[src/rtl/muldiv_unit_if.sv]
// muldiv_unit_if: request and writeback signals of the iterative mul/div unit.
// The core side is the master; the unit itself is the slave.
interface muldiv_unit_if #(
    parameter int DATA_WIDTH    = 32,
    parameter int ADDRESS_WIDTH = 5
);
    logic                     start;
    logic [2:0]               op;
    logic [DATA_WIDTH-1:0]    operand_a;
    logic [DATA_WIDTH-1:0]    operand_b;
    logic [ADDRESS_WIDTH-1:0] dest;
    logic                     busy;
    logic                     done;
    logic                     wb_en;
    logic [ADDRESS_WIDTH-1:0] wb_dest;
    logic [DATA_WIDTH-1:0]    wb_data;

    modport master (
        output start, op, operand_a, operand_b, dest,
        input  busy, done, wb_en, wb_dest, wb_data
    );

    modport slave (
        input  start, op, operand_a, operand_b, dest,
        output busy, done, wb_en, wb_dest, wb_data
    );
endinterface

[src/rtl/muldiv_unit.sv]
// muldiv_unit: iterative RV32M multiply/divide, one radix-2 step per clock.
// Signed ops run on magnitudes; the sign is applied as the result is registered.
module muldiv_unit #(
    parameter int DATA_WIDTH    = 32,
    parameter int ADDRESS_WIDTH = 5
) (
    input logic          clk,
    input logic          rst,
    muldiv_unit_if.slave bus
);
    localparam int W  = DATA_WIDTH;
    localparam int CW = $clog2(DATA_WIDTH);
    localparam logic [CW-1:0] LAST = CW'(DATA_WIDTH - 1);

    typedef enum logic [1:0] {
        IDLE,
        CALC,
        DONE
    } state_t;

    state_t                   state_q, state_d;
    logic [2:0]               op_q, op_d;
    logic [ADDRESS_WIDTH-1:0] dest_q, dest_d;
    logic [2*W-1:0]           acc_q, acc_d;
    logic [W-1:0]             opd_q, opd_d;
    logic [CW-1:0]            cnt_q, cnt_d;
    logic                     neg_q, neg_d;
    logic                     rneg_q, rneg_d;
    logic [W-1:0]             res_q, res_d;

    logic         in_sgn_a;
    logic         in_sgn_b;
    logic         in_neg_a;
    logic         in_neg_b;
    logic         in_div0;
    logic [W-1:0] in_mag_a;
    logic [W-1:0] in_mag_b;

    always_comb begin
        in_sgn_a = 1'b0;
        in_sgn_b = 1'b0;
        case (bus.op)
            3'b001, 3'b100, 3'b110: begin
                in_sgn_a = 1'b1;
                in_sgn_b = 1'b1;
            end
            3'b010:  in_sgn_a = 1'b1;
            default: ;
        endcase
        in_neg_a = in_sgn_a & bus.operand_a[W-1];
        in_neg_b = in_sgn_b & bus.operand_b[W-1];
        in_mag_a = in_neg_a ? -bus.operand_a : bus.operand_a;
        in_mag_b = in_neg_b ? -bus.operand_b : bus.operand_b;
        in_div0  = bus.op[2] & (bus.operand_b == '0);
    end

    // acc holds {hi, lo}: product halves for multiply, {rem, quo} for divide
    logic [W:0]     mul_sum;
    logic [2*W-1:0] mul_step;
    logic [W:0]     div_shift;
    logic [W:0]     div_diff;
    logic [2*W-1:0] div_step;
    logic [2*W-1:0] step;

    always_comb begin
        mul_sum   = {1'b0, acc_q[2*W-1:W]} + {1'b0, opd_q};
        mul_step  = acc_q[0] ? {mul_sum, acc_q[W-1:1]}
                             : {1'b0, acc_q[2*W-1:1]};
        div_shift = acc_q[2*W-1:W-1];
        div_diff  = div_shift - {1'b0, opd_q};
        div_step  = div_diff[W]
                  ? {div_shift[W-1:0], acc_q[W-2:0], 1'b0}
                  : {div_diff[W-1:0], acc_q[W-2:0], 1'b1};
        step      = op_q[2] ? div_step : mul_step;
    end

    logic [2*W-1:0] prod;
    logic [W-1:0]   quo;
    logic [W-1:0]   rem;
    logic [W-1:0]   result;

    always_comb begin
        prod   = neg_q ? -step : step;
        quo    = neg_q ? -step[W-1:0] : step[W-1:0];
        rem    = rneg_q ? -step[2*W-1:W] : step[2*W-1:W];
        result = '0;
        case (op_q)
            3'b000:                 result = prod[W-1:0];
            3'b001, 3'b010, 3'b011: result = prod[2*W-1:W];
            3'b100, 3'b101:         result = quo;
            default:                result = rem;
        endcase
    end

    always_comb begin
        state_d = state_q;
        op_d    = op_q;
        dest_d  = dest_q;
        acc_d   = acc_q;
        opd_d   = opd_q;
        cnt_d   = cnt_q;
        neg_d   = neg_q;
        rneg_d  = rneg_q;
        res_d   = res_q;
        case (state_q)
            IDLE: begin
                if (bus.start) begin
                    op_d   = bus.op;
                    dest_d = bus.dest;
                    cnt_d  = '0;
                    neg_d  = in_neg_a ^ in_neg_b;
                    rneg_d = in_neg_a;
                    if (in_div0) begin
                        res_d   = bus.op[1] ? bus.operand_a : '1;
                        state_d = DONE;
                    end else if (bus.op[2]) begin
                        acc_d   = {{W{1'b0}}, in_mag_a};
                        opd_d   = in_mag_b;
                        state_d = CALC;
                    end else begin
                        acc_d   = {{W{1'b0}}, in_mag_b};
                        opd_d   = in_mag_a;
                        state_d = CALC;
                    end
                end
            end
            CALC: begin
                acc_d = step;
                cnt_d = cnt_q + CW'(1);
                if (cnt_q == LAST) begin
                    res_d   = result;
                    state_d = DONE;
                end
            end
            DONE:    state_d = IDLE;
            default: state_d = IDLE;
        endcase
    end

    always_ff @(posedge clk or negedge rst) begin
        if (!rst) begin
            state_q <= IDLE;
            op_q    <= '0;
            dest_q  <= '0;
            acc_q   <= '0;
            opd_q   <= '0;
            cnt_q   <= '0;
            neg_q   <= 1'b0;
            rneg_q  <= 1'b0;
            res_q   <= '0;
        end else begin
            state_q <= state_d;
            op_q    <= op_d;
            dest_q  <= dest_d;
            acc_q   <= acc_d;
            opd_q   <= opd_d;
            cnt_q   <= cnt_d;
            neg_q   <= neg_d;
            rneg_q  <= rneg_d;
            res_q   <= res_d;
        end
    end

    assign bus.busy    = (state_q != IDLE);
    assign bus.done    = (state_q == DONE);
    assign bus.wb_en   = (state_q == DONE) && (dest_q != '0);
    assign bus.wb_dest = dest_q;
    assign bus.wb_data = res_q;
endmodule

[src/flat_wrapper.sv]
// flat-port wrapper written by rule: the top's interface ports become plain ports
module muldiv_unit_flat 
#(
    parameter int DATA_WIDTH    = 32,
    parameter int ADDRESS_WIDTH = 5
)
  (clk, rst, bus_start, bus_op, bus_operand_a, bus_operand_b, bus_dest, bus_busy, bus_done, bus_wb_en, bus_wb_dest, bus_wb_data);
  muldiv_unit_if #(.DATA_WIDTH(DATA_WIDTH), .ADDRESS_WIDTH(ADDRESS_WIDTH)) bus_i ();
  input logic clk;
  input logic rst;
  input wire logic [$bits(bus_i.start)-1:0] bus_start;
  input wire logic [$bits(bus_i.op)-1:0] bus_op;
  input wire logic [$bits(bus_i.operand_a)-1:0] bus_operand_a;
  input wire logic [$bits(bus_i.operand_b)-1:0] bus_operand_b;
  input wire logic [$bits(bus_i.dest)-1:0] bus_dest;
  output wire logic [$bits(bus_i.busy)-1:0] bus_busy;
  output wire logic [$bits(bus_i.done)-1:0] bus_done;
  output wire logic [$bits(bus_i.wb_en)-1:0] bus_wb_en;
  output wire logic [$bits(bus_i.wb_dest)-1:0] bus_wb_dest;
  output wire logic [$bits(bus_i.wb_data)-1:0] bus_wb_data;
  assign bus_i.start = bus_start;
  assign bus_i.op = bus_op;
  assign bus_i.operand_a = bus_operand_a;
  assign bus_i.operand_b = bus_operand_b;
  assign bus_i.dest = bus_dest;
  assign bus_busy = bus_i.busy;
  assign bus_done = bus_i.done;
  assign bus_wb_en = bus_i.wb_en;
  assign bus_wb_dest = bus_i.wb_dest;
  assign bus_wb_data = bus_i.wb_data;
  muldiv_unit #(.DATA_WIDTH(DATA_WIDTH), .ADDRESS_WIDTH(ADDRESS_WIDTH)) u_core (.clk(clk), .rst(rst), .bus(bus_i));
endmodule
[config.mk]
export PLATFORM = sky130hd
export DESIGN_NAME = muldiv_unit_flat
export DESIGN_NICKNAME = d
export VERILOG_FILES = /design/src/rtl/muldiv_unit_if.sv /design/src/rtl/muldiv_unit.sv /design/src/flat_wrapper.sv
export SDC_FILE = /design/constraint.sdc
export NUM_CORES = 1
export LEC_CHECK = 0
export CORE_MARGIN = 2
export CORE_UTILIZATION = 56
export CTS_BUF_LIST = sky130_fd_sc_hd__clkbuf_4 sky130_fd_sc_hd__clkbuf_8
export DETAILED_ROUTE_END_ITERATION = 10
export PLACE_DENSITY = 0.8
export SLEW_MARGIN = 20
export SYNTH_ARGS = -nofsm -noshare
export SYNTH_HDL_FRONTEND = slang
export SYNTH_SLANG_ARGS = --single-unit
[constraint.sdc]
create_clock -name clk -period 5.1 [get_ports clk]
set_clock_uncertainty 0.05 [all_clocks]
set_input_delay 0.51 -clock clk [delete_from_list [all_inputs] [get_ports clk]]
set_output_delay 0.51 -clock clk [all_outputs]
set_load 0.1 [all_outputs]
* After elaboration in Yosys (flattened, before gate mapping)
Index checks and enable logic that the tools add are counted.
Storage, ports and cells: flip-flop bits (word level) 145, input port bits 75, output and inout port bits 40
Operators by class: multiplexer cells 27, eq/ne operators 16, bitwise operators 5, reductions and logical operators 17, add/subtract/negate cells 8
Operator list (number):
- 2-to-1 mux 64 bit | 6
- 2-to-1 mux 32 bit | 10
- negation 32 bit | 4
- case mux 64 bit (2 select lines) | 1
- case mux 32 bit (3 select lines) | 1
- negation 64 bit | 1
- case mux 32 bit (2 select lines) | 1
- adder 32 x 32 -> 33 bit | 1
- subtractor 33 x 32 -> 33 bit | 1
- zero test 32 bit | 1
- == test 3 bit, second input constant | 4
- case mux 5 bit (2 select lines) | 1
- == test 3 x 2 -> 1 bit, second input constant | 3
- == test 3 x 1 -> 1 bit, second input constant | 2
- 2-to-1 mux 2 bit | 3
- AND reduction 2 bit | 3
- AND reduction 3 bit | 2
- OR reduction 3 bit | 2
- adder 5 x 1 -> 5 bit, second input constant | 1
- == test 5 bit, second input constant | 1
- 2-to-1 mux 5 bit | 1
- nonzero test 5 bit | 1
- != test 2 x 1 -> 1 bit, second input constant | 2
- != test 2 bit, second input constant | 2
- 14 further kinds | 18

* Logic depth before layout (Yosys ltp)
depth after elaboration 9, depth in mapped cells 25

* Least setup slack after synthesis
No wires, ideal clock.
path type register -> register, start reg u_core.op_q[2], end reg u_core.res_q[14] (netlist: u_core.bus.wb_data[14]), data arrival time 5057 ps, library setup time 139 ps, clock period less this slack 5247 ps, path buffers 10, cell stages (with the launch flop) 24, path slack -147 ps, cell sequence dfrtp_1 buf_2 buf_2 buf_2 buf_2 buf_2 buf_2 buf_1 buf_2 buf_1 o21ai_0 inv_1 ha_1 nand4_1 nor2_1 and2_1 clkbuf_1 nand2_1 nor4_2 a21oi_1 xnor2_1 nor2_1 a2111oi_0 nor4_1
Between the ends: longest elaborated chain between the ends 6
RTL lines:
- start, declared | line muldiv_unit.sv:22 | logic [2:0] op_q, op_d;
- start signal, assigned | line muldiv_unit.sv:153 | op_q <= op_d;
- 2-to-1 mux 64 bit | line muldiv_unit.sv:74 | step = op_q[2] ? div_step : mul_step;
- negation 64 bit (tied with other cells) | line muldiv_unit.sv:83 | prod = neg_q ? -step : step;
- 2-to-1 mux 64 bit (tied with other cells) | line muldiv_unit.sv:83
- case mux 32 bit (3 select lines) * | line muldiv_unit.sv:87 | case (op_q)
- 2-to-1 mux 32 bit * | line muldiv_unit.sv:130 | if (cnt_q == LAST) begin
- case mux 32 bit (2 select lines) * | line muldiv_unit.sv:105 | case (state_q)
- end signal, assigned | line muldiv_unit.sv:160 | res_q <= res_d;
- end, declared | line muldiv_unit.sv:29 | logic [W-1:0] res_q, res_d;
Every way passes the cells marked *; elsewhere a longest branch is shown, timed or not. The select of a mux whose other input is x is not followed. A chain may end at the register's enable or synchronous reset.

* Final worst setup path
start reg u_core.acc_q[32], end reg u_core.res_q[28] (netlist: u_core.bus.wb_data[28])
Between the ends: longest elaborated chain between the ends 8
RTL lines:
- start, declared | line muldiv_unit.sv:24 | logic [2*W-1:0] acc_q, acc_d;
- start signal, assigned | line muldiv_unit.sv:145 | acc_q <= '0;
- start signal, assigned | line muldiv_unit.sv:155 | acc_q <= acc_d;
- subtractor 33 x 32 -> 33 bit / adder 32 x 32 -> 33 bit (equally long branches) | line muldiv_unit.sv:70, muldiv_unit.sv:66
- 2-to-1 mux 64 bit (on tied branches) | line muldiv_unit.sv:72, muldiv_unit.sv:67
- 2-to-1 mux 64 bit * | line muldiv_unit.sv:74
- negation 64 bit (tied with other cells) | line muldiv_unit.sv:83
- 2-to-1 mux 64 bit (tied with other cells) | line muldiv_unit.sv:83
- case mux 32 bit (3 select lines) * | line muldiv_unit.sv:87
- 2-to-1 mux 32 bit * | line muldiv_unit.sv:130
- case mux 32 bit (2 select lines) * | line muldiv_unit.sv:105
Marks and branches as above.

==> flow_summary.yaml <==
drt:
  vias: 18522
  drt_iter0_markers: 2177
  avgViaCountPerCell: 6.80
  route.detailed.drc: 0
  routed_wirelength_mm: 65.7
  route.antenna.remaining_nets: 0
  drtPass1Iterations: 6
  routed_wire_length_per_instance_um: 24.2
critical_path:
  worst_path_required_ps: 5460
  path_class: "reg2reg"
  worst_r2r_startpoint: "u_core.acc_q[32]$_DFFE_PN0P_"
  timing.critical_path.from: "u_core.acc_q[32]$_DFFE_PN0P_"
  path_max_fanout: 6
  arrival_ps: 5280
  start_kind: "flop"
  end_kind: "flop"
layout:
  number_of_fill_cells: 2541
  most_common_library_cell_in_the_layout_ignoring_fill_and_taps: "sky130_fd_sc_hd__nand2_1"
  layout.nets: 2471
  final_design_area_no_fill_mm2: 0.0188
  area_delta_synth_final_pct: 15.9
  most-common-layout-cells: "262 x sky130_fd_sc_hd__nand2_1, 226 x sky130_fd_sc_hd__o21ai_0, 185 x sky130_fd_sc_hd__a21oi_1"
  drive_gt1_share_pct: 10.2
synthesis:
  synth_cells: 2197
  ys.warnings.count: 0
  synth.area.top_cells: "sky130_fd_sc_hd__dfrtp_1 22%, sky130_fd_sc_hd__o21ai_0 7.0%, sky130_fd_sc_hd__nand2_1 6.1%"
  yosysSeqAreaShare_pct: 22.4
  ys_ff_latch: 145
  syn_avg_cell_area_um2: 7.39
  syn_nets: 2344
  synth_largest_type_area_fraction_pct: 22.4
  synth_enable_flop_cells: 0
  post_synthesis_cell_area_mm2: 0.0162
  dominantRegCellSynth: "sky130_fd_sc_hd__dfrtp_1"
  synth_largest_area_cell: "sky130_fd_sc_hd__dfrtp_1"
  synth_cell_type_count: 97
  synth_async_sr_flop_share_pct: 100
worst_hold_path:
  hold_path_class: "reg2reg"
  hp-start: "u_core.cnt_q[3]$_DFFE_PN0P_"
floorplan:
  num_io_pins: 115
  die_area_mm2: 0.0304
  row_count: 62
  floorplan.die.height_um: 174
  start_util_pct: 56.7
  fp.coreArea_mm2: 0.0286
  die_outline_width_um: 174
placement:
  hpwlAfterDp_mm: 50.5
  place.gp.congestion: 1.03
  post_dp_cell_area_mm2: 0.0182
  setup_slack_after_placement_ps: -3.46
  port_buffers: 114
clock_tree:
  cts.root.buffer_cell: "sky130_fd_sc_hd__clkbuf_8"
  clk_latency_ps: 520
  cts.sinks: 145
  number_of_buffers_between_clock_root_and_the_deepest_sink: 2
  cts-htree-levels: 4
  worst_setup_hold_path_clk_slew_ps: 100
  cts_tree: "built"
  number_of_buffers_created_by_cts: 17
status:
  status: "completed"
timing:
  final_hold_viol_count: 0
  setup_viol: 0
  slew_violations: 0
  period_needed_ps: 4920
  setup-tns-final_ps: 0
  finalCritPeriodShare_pct: 96.4
  slew_worst_pin_ps: 1110
  maxClockFrequency_mhz: 203
  rsz0062_at_grt: "no"
  setup_slack_ps: 181
  slew_headroom_pct: 25.9
global_route:
  grt_pass1_vias: 17532
  grt_pass1_wl_mm: 101
  track_usage_pct: 42.8
  grt_overflow_total: 0
  grt_start_max_net_pins: 89
  grt_antenna_before_repair: 2
flow_run:
  max_cap_check_violation_count: 0
[critical path, stage by stage, from the launching register on]
cell and delay (ps):
sky130_fd_sc_hd__dfrtp_1 500, sky130_fd_sc_hd__ha_1 270, sky130_fd_sc_hd__fa_1 440, sky130_fd_sc_hd__a211oi_2 290
sky130_fd_sc_hd__buf_4 190, sky130_fd_sc_hd__o21ai_0 170, sky130_fd_sc_hd__a22o_1 330, sky130_fd_sc_hd__o2111ai_2 300
sky130_fd_sc_hd__nand3_1 130, sky130_fd_sc_hd__a32oi_1 300, sky130_fd_sc_hd__o211ai_1 280, sky130_fd_sc_hd__or4_1 630
sky130_fd_sc_hd__nor4_4 330, sky130_fd_sc_hd__a41o_1 240, sky130_fd_sc_hd__xor2_1 70, sky130_fd_sc_hd__a221o_1 310
[per-layer routing]
metal	wire length [um]	track usage [%]
met1	24900	55.0
met2	29500	67.4
met3	7920	10.6
met4	3410	20.9
met5	27	0
[timing repair]
action / 4_1_cts / 5_1_grt
setup endpoints to repair: 1 / 16
hold buffers: 1 / 0
endpoints found under the hold margin: 3 / 0
buffers inserted: 0 / 6
pin swaps: 0 / 9
gates resized for setup: 1 / 21
[cells in the mapped netlist, types with 7 or more instances]
cell type                     n
sky130_fd_sc_hd__nand2_1    265
sky130_fd_sc_hd__o21ai_0    228
sky130_fd_sc_hd__a21oi_1    185
sky130_fd_sc_hd__nor2_1     179
sky130_fd_sc_hd__dfrtp_1    145
sky130_fd_sc_hd__clkbuf_1    96
sky130_fd_sc_hd__xnor2_1     93
sky130_fd_sc_hd__nor3_1      79
sky130_fd_sc_hd__inv_1       73
sky130_fd_sc_hd__xor2_1      73
sky130_fd_sc_hd__ha_1        70
sky130_fd_sc_hd__mux2i_1     60
sky130_fd_sc_hd__nand3_1     38
sky130_fd_sc_hd__a31oi_1     34
sky130_fd_sc_hd__o211ai_1    28
sky130_fd_sc_hd__o31ai_1     27
sky130_fd_sc_hd__a22o_1      26
sky130_fd_sc_hd__nand4_1     25
sky130_fd_sc_hd__or3_1       25
sky130_fd_sc_hd__a21o_1      24
sky130_fd_sc_hd__nor4_1      22
sky130_fd_sc_hd__a211oi_1    21
sky130_fd_sc_hd__buf_2       21
sky130_fd_sc_hd__mux2_2      19
sky130_fd_sc_hd__nand2b_1    18
sky130_fd_sc_hd__o21a_1      18
sky130_fd_sc_hd__and2_1      15
sky130_fd_sc_hd__o21ai_1     15
sky130_fd_sc_hd__nor2b_1     14
sky130_fd_sc_hd__o22ai_1     14
sky130_fd_sc_hd__a221oi_1    13
sky130_fd_sc_hd__and3_1      13
sky130_fd_sc_hd__or2_2       11
sky130_fd_sc_hd__o2111ai_1   10
sky130_fd_sc_hd__a41oi_1      9
sky130_fd_sc_hd__buf_1        9
sky130_fd_sc_hd__a21boi_0     8
sky130_fd_sc_hd__o221ai_1     8
sky130_fd_sc_hd__a22oi_1      7
sky130_fd_sc_hd__a31o_2       7
sky130_fd_sc_hd__and4_1       7
sky130_fd_sc_hd__o31a_1       7
[layout make-up]
type                       count  area (um2)  share of cell area (%)
inverter                      76         285                    1.52
tap                          384         480                    2.55
sequential                   145        3630                    19.3
clock inverter                14         179                   0.951
multi-input combinational   1846       11900                    63.2
timing repair buffer         238        2100                    11.2
clock buffer                  18         241                    1.28
antenna                        1        2.50                  0.0133
[path summary, 6_finish.rpt]
kind | endpoint | slack [ps] | cells after the start
max in group asynchronous | u_core.op_q[2]$_DFFE_PN0P_ | 3270 | 3
min reg2reg | u_core.cnt_q[3]$_DFFE_PN0P_ | 440 | 1
min in group asynchronous | u_core.opd_q[23]$_DFFE_PN0P_ | 590 | 2
min | u_core.cnt_q[3]$_DFFE_PN0P_ | 440 | 1
max | u_core.bus.wb_data[28]$_DFFE_PN0P_ | 180 | 15
max reg2reg | u_core.bus.wb_data[28]$_DFFE_PN0P_ | 180 | 15
[registers in the layout, summed over array words and instances, names as in the netlist]
signal	cells
u_core.bus.wb_dest	5
u_core.bus.wb_data	32
u_core.opd_q	32
u_core.acc_q	64
u_core.rneg_q	1
u_core.neg_q	1
u_core.op_q	3
u_core.cnt_q	5
u_core.state_q	2
[stage by stage]
step                utilization, %  instances  hold slack [ps]
floorplan                        -       2197              164
global placement              63.7       2682              408
global route                  65.7       2721              476
detailed placement            63.7       2682              419
CTS                           65.2       2715              440
finish                        65.7       2722              436
[kinds of logic after synthesis]
group	after synthesis	synth area share [%]
muxes	79	5.02
buffers and inverters	206	5.03
and+or+nand+nor	751	22.1
adders and majority gates	72	5.64
DFF	145	22.4
AOI/OAI and AO/OA	778	30.9
xor gates and xnor gates	166	8.96
Power is not shown: default switching activity piles up to over one toggle a cycle in this logic, so the estimate is an artifact.
==> patch: new RTL, config.mk and constraints unchanged <==
`ADDRESS_WIDTH` is set to 5 in 3 places; all go to 6.
--- a/src/rtl/muldiv_unit_if.sv
+++ b/src/rtl/muldiv_unit_if.sv
@@ -3,5 +3,5 @@
 interface muldiv_unit_if #(
     parameter int DATA_WIDTH    = 32,
-    parameter int ADDRESS_WIDTH = 5
+    parameter int ADDRESS_WIDTH = 6
 );
     logic                     start;
--- a/src/rtl/muldiv_unit.sv
+++ b/src/rtl/muldiv_unit.sv
@@ -3,5 +3,5 @@
 module muldiv_unit #(
     parameter int DATA_WIDTH    = 32,
-    parameter int ADDRESS_WIDTH = 5
+    parameter int ADDRESS_WIDTH = 6
 ) (
     input logic          clk,
--- a/src/flat_wrapper.sv
+++ b/src/flat_wrapper.sv
@@ -3,5 +3,5 @@
 #(
     parameter int DATA_WIDTH    = 32,
-    parameter int ADDRESS_WIDTH = 5
+    parameter int ADDRESS_WIDTH = 6
 )
   (clk, rst, bus_start, bus_op, bus_operand_a, bus_operand_b, bus_dest, bus_busy, bus_done, bus_wb_en, bus_wb_dest, bus_wb_data);
Ports: changed (resized bus_dest and bus_wb_dest); port bits go from 115 to 117. No check against the original RTL was run, so the function may have changed too.
==> patch against the unedited design <==
Via count rose by 4.0%. Routed wire length rose by 13%. Worst setup slack got worse by 71 ps. Non-clock buffer count rose by 11. Sequential share of layout area fell by 0.15 points. Synthesized area rose by 0.63%. Final area rose by 1.5%. Maximum frequency fell by 1.4%. Sequential cell count rose by 1. Critical path type unchanged.
Power is left out: the tool's default activity adds up to more than one toggle a clock period on the data nets, which glitch-free logic cannot reach.
==> patch: results (changes against the unedited design) <==
* Seq/Total Area, Yosys at 22.38% (about the same)
* Mux contribution to synthesized area at 5.004% (-0.016 points)
* RR Endpoint: u_core.bus.wb_data[31]
* CP peak stage delay at 550 ps (-80 ps)
* Post-Synth Adder-Cell Area at 5.609% (-0.035 points)
* Iter 0 DRT Violations at 3,375 (+55%)
* Fraction of registers with async set/reset at 100.0% (unchanged)
* First-pass GRT wire length at 109,100 µm (+8.1%)
* Arrival time worst endpoint at 5380 ps (+100 ps)
* Layout clock buffers at 19 (+1)
* All-Layer GR Usage at 47.49% (+4.6 points)
* Minimum clock period after layout at 4990 ps (+71.49 ps)
* Gpl congestion at 1.083 (+4.9%)
* Hold Startpoint: u_core.cnt_q[3]
* Clk tree area frac at 2.530% (+0.29 points)
* Via/cell ratio at 6.977 (+2.5%)
* Number of global-route vias before repair at 17,790 (+1.5%)
* Synth Net Count at 2,371 (+1.2%)
* Largest net degree at the start of global routing at 106 (+19%)
* Fraction of area in registers at 19.16% (-0.15 points)
* Share of cells above drive strength 1 at 10.73% (+0.50 points)
* Compound-Gate Fraction of Synth Area at 30.03% (-0.89 points)
* NonClk Buf Share at 11.45% (+0.29 points)
* Post-DP Area at 18,430 µm² (+1.1%)
* Initial antenna violation count at 4 (+2)
* TritonCTS buffer count at 17 (unchanged)
* Critical path's slowest cell: or4b_4
* Dpl hpwl at 57,600 µm (+14%)
* Comb_multi_in at 1,868 (+1.2%)
* Top post-synthesis cells by area: dfrtp_1 22%, o21ai_0 7.8%, nand2_1 6.5%, xnor2_1 6.0%, a21oi_1 5.6%
* Flop2flop setup slack at 110 ps (-70 ps)
* Post-synth cell types at 96 (-1.0%)
* End of the critical path: u_core.bus.wb_data[31]
* Synth top cells by count: 282 x nand2_1, 256 x o21ai_0, 182 x a21oi_1
* Post-Synth XOR/XNOR Area at 9.119% (+0.16 points)
* Fillers at 2,564 (+0.91%)
* Nonclk buf count at 249 (+4.6%)
* Multi-input logic area at 11,970 µm² (+0.72%)
* Total clock sinks at 146 (+0.69%)
* Crit path max fanout at 8 (+2)
* Outcome: finished, final reports clean
* Hold slack at 431.4 ps (-4.436 ps)
* Routed WL at 74,050 µm (+13%)
* First-pass DRT Iterations at 7 (+1)
* Fin nets at 2,512 (+1.7%)
* Worst Max-Slew Pin Slew at 1049 ps (-62.89 ps)
* Reg area at 3657 µm² (+0.69%)
* Inverters at 82 (+7.9%)
patch: cell types whose count changed after synthesis, sizes merged, moves of 7 or more:
cell / change
nor3: -18
xor2: -14
a32oi: +7
o21ai: +28
o2111ai: -7
nand3: +10
clkbuf: -7
a211oi: +14
nand2: +19
xnor2: +18
a211o: +7
o22ai: -7
patch: layer usage:
metal	GRT usage, %	part of all wire (%)
met5	0	0.057
met4	29.55	7.2
met3	15.27	14
met2	68.87	42
met1	61.15	37
patch: metrics by stage:
| step | setup WS [ps] | TNS [ps] | cells |
|---|---|---|---|
| 2_1_floorplan | 224.8 | 0 | 2223 |
| 3_3_place_gp | 160.3 | 0 | 2722 |
| 3_5_place_dp | 81.62 | 0 | 2722 |
| 4_1_cts | 14.69 | 0 | 2755 |
| 5_1_grt | -13.73 | -44.08 | 2761 |
| 6_report | 110.0 | 0 | 2762 |
patch: what timing repair did:
item	in CTS	in global routing
endpoints found under the hold margin	54	0
hold buffers	1	0
setup buffers	0	6
endpoints found under the setup margin	0	24
gates resized for setup	0	25
